[src/rtl/afns_link_ctrl_6_2.sv]
`default_nettype none
// +----------------------------------------------------------------------------+
// | afns_link_ctrl_6_2 : 6+2 local-AFNS CAC TSV link sequencer / f_flag owner   |
// | Rev 1.0                                                                     |
// +----------------------------------------------------------------------------+
module afns_link_ctrl_6_2 #(
    parameter int TSV_NUM    = 8,
    parameter int DW         = 5,
    parameter int DATA_MAX   = 20,
    parameter int MAX_FAULT  = 2,
    parameter int SETTLE_CYC = 3
) (
    input  logic               clock_i,
    input  logic               reset_i,
    input  logic [TSV_NUM-1:0] fault_in_i,
    input  logic               fault_upd_i,
    input  logic               src_valid_i,
    input  logic [DW-1:0]      src_data_i,
    output logic               src_ready_o,
    output logic [DW-1:0]      enc_data_o,
    output logic               enc_load_o,
    output logic [TSV_NUM-1:0] f_flag_o,
    output logic [3:0]         fault_cnt_o,
    output logic               link_busy_o,
    output logic               upd_ack_o,
    output logic               range_err_o,
    output logic               link_fail_o
);

    localparam logic [DW-1:0] DATA_MAX_V  = DW'(DATA_MAX);
    localparam logic [3:0]    MAX_FAULT_V = 4'(MAX_FAULT);
    localparam logic [3:0]    SETTLE_INIT = 4'(SETTLE_CYC - 1);

    typedef enum logic [2:0] {
        RUN    = 3'd0,
        DRAIN  = 3'd1,
        APPLY  = 3'd2,
        SETTLE = 3'd3,
        FAIL   = 3'd4
    } state_t;

    state_t             state_q;
    logic [DW-1:0]      enc_data_q;
    logic               enc_load_q;
    logic [TSV_NUM-1:0] f_flag_q;
    logic [3:0]         fault_cnt_q;
    logic               upd_ack_q;
    logic               range_err_q;
    logic               link_fail_q;
    logic [TSV_NUM-1:0] pend_q;
    logic               pend_dirty_q;
    logic [3:0]         settle_q;
    logic [3:0]         pend_pop;

    always_comb begin
        pend_pop = '0;
        for (int i = 0; i < TSV_NUM; i++) begin
            pend_pop = pend_pop + {3'b000, pend_q[i]};
        end
    end

    always_ff @(posedge clock_i or posedge reset_i) begin
        if (reset_i) begin
            state_q      <= RUN;
            enc_data_q   <= '0;
            enc_load_q   <= 1'b0;
            f_flag_q     <= '0;
            fault_cnt_q  <= '0;
            upd_ack_q    <= 1'b0;
            range_err_q  <= 1'b0;
            link_fail_q  <= 1'b0;
            pend_q       <= '0;
            pend_dirty_q <= 1'b0;
            settle_q     <= '0;
        end else begin
            enc_load_q  <= 1'b0;
            range_err_q <= 1'b0;
            upd_ack_q   <= 1'b0;

            // Updates arriving mid-sequence merge into the pre-commit pend.
            if (fault_upd_i && (state_q == DRAIN || state_q == APPLY || state_q == SETTLE)) begin
                pend_q       <= pend_q | fault_in_i;
                pend_dirty_q <= 1'b1;
            end

            case (state_q)
                RUN: begin
                    if (src_valid_i) begin
                        if (src_data_i <= DATA_MAX_V) begin
                            enc_data_q <= src_data_i;
                            enc_load_q <= 1'b1;
                        end else begin
                            range_err_q <= 1'b1;
                        end
                    end
                    if (fault_upd_i) begin
                        pend_q  <= f_flag_q | fault_in_i;
                        state_q <= DRAIN;
                    end
                end
                DRAIN: begin
                    state_q <= APPLY;
                end
                APPLY: begin
                    if (pend_pop > MAX_FAULT_V) begin
                        link_fail_q <= 1'b1;
                        state_q     <= FAIL;
                    end else begin
                        f_flag_q    <= pend_q;
                        fault_cnt_q <= pend_pop;
                        settle_q    <= SETTLE_INIT;
                        state_q     <= SETTLE;
                    end
                end
                SETTLE: begin
                    if (settle_q == 4'd0) begin
                        // A strobe on the expiry edge also forces another pass.
                        if (pend_dirty_q || fault_upd_i) begin
                            pend_dirty_q <= 1'b0;
                            state_q      <= DRAIN;
                        end else begin
                            upd_ack_q <= 1'b1;
                            state_q   <= RUN;
                        end
                    end else begin
                        settle_q <= settle_q - 4'd1;
                    end
                end
                FAIL: begin
                    state_q <= FAIL;
                end
                default: begin
                    state_q <= FAIL;
                end
            endcase
        end
    end

    assign src_ready_o = (state_q == RUN);
    assign link_busy_o = (state_q != RUN);
    assign enc_data_o  = enc_data_q;
    assign enc_load_o  = enc_load_q;
    assign f_flag_o    = f_flag_q;
    assign fault_cnt_o = fault_cnt_q;
    assign upd_ack_o   = upd_ack_q;
    assign range_err_o = range_err_q;
    assign link_fail_o = link_fail_q;

endmodule
`default_nettype wire

[config.mk]
export PLATFORM = sky130hd
export DESIGN_NAME = afns_link_ctrl_6_2
export DESIGN_NICKNAME = d
export VERILOG_FILES = /design/src/rtl/afns_link_ctrl_6_2.sv
export SDC_FILE = /design/constraint.sdc
export NUM_CORES = 1
export LEC_CHECK = 0
export CAP_MARGIN = 25
export CELL_PAD_IN_SITES_DETAIL_PLACEMENT = 1
export CELL_PAD_IN_SITES_GLOBAL_PLACEMENT = 1
export CORE_MARGIN = 5
export CORE_UTILIZATION = 42
export DETAILED_ROUTE_END_ITERATION = 12
export PLACE_DENSITY_LB_ADDON = 0.08
export SLEW_MARGIN = 20
export SYNTH_ARGS = -nofsm -noshare
export SYNTH_HDL_FRONTEND = slang
export SYNTH_SLANG_ARGS = --single-unit
[constraint.sdc]
create_clock -name clock_i -period 5.3 [get_ports clock_i]
set_input_delay 0.795 -clock clock_i [delete_from_list [all_inputs] [get_ports clock_i]]
set_output_delay 0.795 -clock clock_i [all_outputs]
set_load 0.1 [all_outputs]
==> results of run 1 <==
## how the worst max path moves through the flow
| stage | startpoint | endpoint | slack, ps | cells past startpoint |
|---|---|---|---|---|
| final | pend_q[0]$_DFF_PP0_ | f_flag_o[5]$_DFFE_PP0P_ | 1360 | 12 |
| after global routing | pend_q[0]$_DFF_PP0_ | f_flag_o[5]$_DFFE_PP0P_ | 1220 | 12 |
| after CTS | pend_q[0]$_DFF_PP0_ | f_flag_o[5]$_DFFE_PP0P_ | 1350 | 12 |
| after detailed placement | pend_q[0]$_DFF_PP0_ | f_flag_o[5]$_DFFE_PP0P_ | 1420 | 12 |
| after global placement | pend_q[0]$_DFF_PP0_ | f_flag_o[7]$_DFFE_PP0P_ | 1540 | 12 |
| after floorplan | state_q[0]$_DFFE_PP0P_ | link_busy_o | 610 | 2 |
## sequential cells by signal, indices dropped and copies added, names as in the netlist
signal and flops:
enc_data_o 5, enc_load_o 1, f_flag_o 8, fault_cnt_o 4, link_fail_o 1, pend_dirty_q 1, pend_q 8, range_err_o 1
settle_q 4, state_q 3, upd_ack_o 1
## metal layers
| layer | track usage | vias up | wire length, µm |
|---|---|---|---|
| met3 | 0.0441 | 7 | 185 |
| met2 | 0.274 | 32 | 2150 |
| li1 | - | 602 | - |
| met5 | 0 | - | 0 |
| met1 | 0.213 | 629 | 1800 |
| met4 | 0.0731 | 0 | 71 |
## cell usage after synthesis (2+ instances only)
| cell | number |
|---|---|
| nor3_1 | 5 |
| nand2_1 | 7 |
| o21ai_0 | 7 |
| a21oi_1 | 7 |
| ha_1 | 5 |
| o22a_1 | 8 |
| dfrtp_1 | 37 |
| nor2_1 | 7 |
| nand3b_1 | 2 |
| nor2b_1 | 5 |
| fa_1 | 4 |
| mux2_2 | 12 |
| nor3b_1 | 4 |
| a21o_1 | 2 |
| inv_1 | 17 |
| nand2b_1 | 2 |
| o21a_1 | 2 |
## per-stage QoR
step | hold slack, ps | cells | area, µm²
2_1_floorplan | 479 | 150 | 1760
3_3_place_gp | 437 | 237 | 2190
3_5_place_dp | 461 | 237 | 2190
4_1_cts | 478 | 245 | 2300
5_1_grt | 505 | 245 | 2300
6_report | 465 | 245 | 2300
## critical path: cells and delay by family, from the launching register on
family | cells | cell delay, ps
AO/OA/AOI/OAI | 1 | 140
adder cells (fa/ha/maj) | 5 | 2000
buffers and inverters | 3 | 190
flip-flops | 1 | 430
multiplexers | 1 | 400
AND/OR/NAND/NOR | 2 | 670
## cell families after synthesis
kind of cell | count (synthesis) | synth area share
AND/OR/NAND/NOR | 38 | 0.126
flip-flops | 37 | 0.527
AO/OA/AOI/OAI | 32 | 0.129
buffers and inverters | 20 | 0.0498
multiplexers | 13 | 0.0826
adder cells (fa/ha/maj) | 9 | 0.0811
XOR/XNOR | 1 | 0.00498
## cell type report
cell class	count	area (µm²)	share of cell area
flip-flops and latches	37	926	0.403
multi-input cells	93	744	0.324
repair buffers	40	398	0.173
clock buffers	7	96.3	0.0420
inverters	17	63.8	0.0278
well taps	50	62.6	0.0272
clock inverters	1	5.00	0.00218
==> flow_summary.yaml, run 1 <==
yosys:
  async_reset_ff_frac: 1.00
  netlist-cell-type-count: 34
  synth_edf_count: 0
  synth-main-ff-cell: "dfrtp_1"
  avgSynthCellArea_um2: 11.7
  synth_largest_area_cell: "dfrtp_1"
  synth_top_area_frac: 0.527
  syn_inst: 150
  ys_warn_count: 0
  yosysSeqAreaShare: 0.527
  synth_area_mm2: 0.00176
  ys_ff_latch: 37
  synth_nets: 176
  yosys-top-cells-area: "dfrtp_1, mux2_2, fa_1, o22a_1, inv_1"
critical_path:
  critPathMostFrequentCell: "fa_1"
  ff2ff_path_depth: 12
  end_kind: "flop"
  max_stage_delay_ps: 540
  path_cells: "fa_1, inv_1, fa_1, fa_1, inv_1, ha_1, inv_1, fa_1, nor3b_1, a21oi_2, nor2_4, mux2_2"
  crit_arrival_ps: 4120
  reg2reg_slack_ps: 1360
  worstSetupStartpointType: "flop"
  path_class: "reg -> reg"
  r2r_start: "pend_q[0]$_DFF_PP0_"
  cp_data_required_time_ps: 5470
  cp_slowest_cell: "fa_1"
  timing.rr.end: "f_flag_o[5]$_DFFE_PP0P_"
  critical_path.max_fanout: 16
floorplanning:
  design.core.area_mm2: 0.00403
  io_pins: 40
  die_width_um: 74.7
  dieArea_mm2: 0.00558
  rows: 23
  start_util: 0.436
  die_h_um: 74.7
place:
  place_congestion: 0.783
  dpl.hpwl_mm: 3.20
  io_buffers: 39
  dp_slack_ps: 1420
clock_tree:
  cts_made_buffers: 5
  path_clk_slew_ps: 70
  clkLatencyLatePin_ps: 290
  cts_max_level: 2
  clk_path_buf_depth: 2
  cts-root-buf: "clkbuf_8"
  cts_tree: "yes"
  cts_setup_buffers: 0
  postCtsHoldBufs: 0
  clkSinkCount: 37
  post_cts_resized: 0
final_layout:
  mostFrequentLayoutCells: "clkdlybuf4s50_1, dfrtp_1, inv_1, mux2_2, o22a_1"
  nets: 220
  fillers: 421
  final_common_cell: "clkdlybuf4s50_1"
  final_core_util: 0.570
  diodes: 0
  drive_above_1_share: 0.149
  area_delta_synth_final_pct: 30.6
timing:
  setup_viol: 0
  finalHoldViolations: 0
  fmax_ghz: 0.253
  tightest_slew_ps: 989
  finalCriticalPeriod_ps: 3940
  grt_setup_unrepaired: "false"
  slew_headroom: 0.338
  fin_tns_setup_ps: 0
  skew_ps: 6.66
  finalWorstSetupSlack_ps: 1360
  finalCritPeriodShare: 0.744
  slew_violations: 0
min_path:
  hold_class: "reg -> reg"
  min_from: "link_fail_o$_DFFE_PP0P_"
  min_path_cells: 1
  holdPathEnd: "link_fail_o$_DFFE_PP0P_"
global_routing:
  grt_pass1_wl_mm: 7.00
  antenna_found_initial: 0
  grt_overflow: 0
  grt_pass1_vias: 1441
  grt_usage: 0.169
  grt_max_degree: 38
routing:
  drt_wl_total_mm: 4.21
  num_vias: 1270
  vias_per_cell: 5.18
  wl_per_cell_um: 17.2
  postRouteAntennaNets: 0
  drc: 0
  drt_iter0_drc: 65
  first_pass_iters: 4
job:
  maxCapViolations: 0
outcome:
  status: "completed"
Power of run 1 is not shown: default switching activity piles up to over one toggle a cycle in this logic, so the estimate is an artifact.
==> run 2: changes to the inputs <==
Settings changed: CORE_UTILIZATION 42 to 39.
Clock period 5.3 ns to 4.1 ns, I/O delays scaled along.
==> run 2 against run 1 <==
Effect of this change: worst hold slack better by 3.6 ps; routed wire length shrank 2.3%; setup slack lost 1000 ps; critical path depth stayed put; flip-flop and latch count unchanged; global-route usage is 1.9 points lower.
==> flow_summary.yaml, run 2 (synthesis gave the netlist of run 1 again) <==
timing:
  finalHoldViolations: 0
  skew_ps: 2.53
  fmax_ghz: 0.267
  finalWorstSetupSlack_ps: 351
  setup_viol: 0
  finalCriticalPeriod_ps: 3750
  slew_violations: 0
  finalCritPeriodShare: 0.914
  fin_tns_setup_ps: 0
  tightest_slew_ps: 983
  slew_headroom: 0.342
  grt_setup_unrepaired: "false"
final_layout:
  nets: 222
  multiInputGateArea_um2: 749
  final-seq-area_um2: 926
  fillers: 474
  diodes: 0
  drive_above_1_share: 0.153
  mostFrequentLayoutCells: "clkdlybuf4s50_1, dfrtp_1, inv_1, mux2_2, o22a_1"
  final_common_cell: "clkdlybuf4s50_1"
  area_delta_synth_final_pct: 31.0
floorplanning:
  design.core.area_mm2: 0.00435
  start_util: 0.404
  rows: 24
  io_pins: 40
  die_width_um: 77.1
  dieArea_mm2: 0.00595
  die_h_um: 77.1
clock_tree:
  clkSinkCount: 37
  post_cts_resized: 0
  cts-root-buf: "clkbuf_8"
  cts_max_level: 2
  cts_tree: "yes"
  postCtsHoldBufs: 0
  path_clk_slew_ps: 70
  clk_path_buf_depth: 2
  cts_setup_buffers: 0
  clkLatencyLatePin_ps: 280
  cts_made_buffers: 5
job:
  maxCapViolations: 0
global_routing:
  grt_pass1_vias: 1441
  grt_overflow: 0
  antenna_found_initial: 0
  grt_pass1_wl_mm: 7.26
  grt_max_degree: 23
  grt_usage: 0.150
place:
  dp_slack_ps: 332
  dpl.hpwl_mm: 3.14
  place_congestion: 0.743
  io_buffers: 39
critical_path:
  cp_data_required_time_ps: 4270
  end_kind: "flop"
  path_class: "reg -> reg"
  worstSetupStartpointType: "flop"
  critical_path.max_fanout: 10
  crit_arrival_ps: 3920
routing:
  first_pass_iters: 3
  postRouteAntennaNets: 0
  wl_per_cell_um: 16.6
  vias_per_cell: 5.17
  drt_wl_total_mm: 4.11
  drt_iter0_drc: 50
  drc: 0
  num_vias: 1282
min_path:
  hold_class: "reg -> reg"
outcome:
  status: "completed"
==> run 2: per-layer routing <==
metal	GRT usage	wire length [µm]	part of all wire	vias up
li1	-	-	-	604
met1	0.186	1760	0.43	646
met2	0.250	2130	0.52	27
met3	0.0375	175	0.043	5
met4	0.0533	52	0.013	0
met5	0	0	0	-
==> run 2: critical path, stage by stage (launching register included) <==
cell and delay, ps:
dfrtp_1 430, fa_1 540, inv_1 50, fa_1 490, fa_1 400, inv_1 70
ha_1 150, inv_1 60, fa_1 380, nor3b_1 250, a21oi_2 140, nor2_4 300
mux2_2 380
==> run 2: path summary, 6_finish.rpt <==
check	slack, ps	start	cells past startpoint	to
hold / removal	470	link_fail_o$_DFFE_PP0P_	1	link_fail_o$_DFFE_PP0P_
setup reg to reg	350	pend_q[0]$_DFF_PP0_	12	f_flag_o[2]$_DFFE_PP0P_
max in group asynchronous	2670	reset_i	3	fault_cnt_o[3]$_DFFE_PP0P_
hold reg to reg	470	link_fail_o$_DFFE_PP0P_	1	link_fail_o$_DFFE_PP0P_
setup / recovery	350	pend_q[0]$_DFF_PP0_	12	f_flag_o[2]$_DFFE_PP0P_
min in group asynchronous	720	reset_i	2	link_fail_o$_DFFE_PP0P_
==> run 2: area by class of cell <==
class	instances	share of cell area
Clock buffer	7	0.0375
Inverter	17	0.0277
Multi-Input combinational cell	93	0.325
Sequential cell	37	0.402
Tap cell	52	0.0282
Timing Repair Buffer	42	0.179
==> run 2: metrics by stage <==
stage / cell area, µm² / hold slack, ps / util / std cells
floorplan: 1760 / 479 / - / 150
global placement: 2220 / 452 / 0.509 / 241
detailed placement: 2220 / 457 / 0.509 / 241
CTS: 2300 / 472 / 0.529 / 248
global route: 2300 / 490 / 0.529 / 248
finish: 2300 / 469 / 0.529 / 248
Power of run 2 is left out for the same reason.
==> run 3: changes to the inputs <==
Settings changed: CTS_CLUSTER_SIZE from default to 28.
==> results of run 3 <==
No change in the layout: final DEF, timing and power equal those of run 2.
Power of run 3 is left out for the same reason.
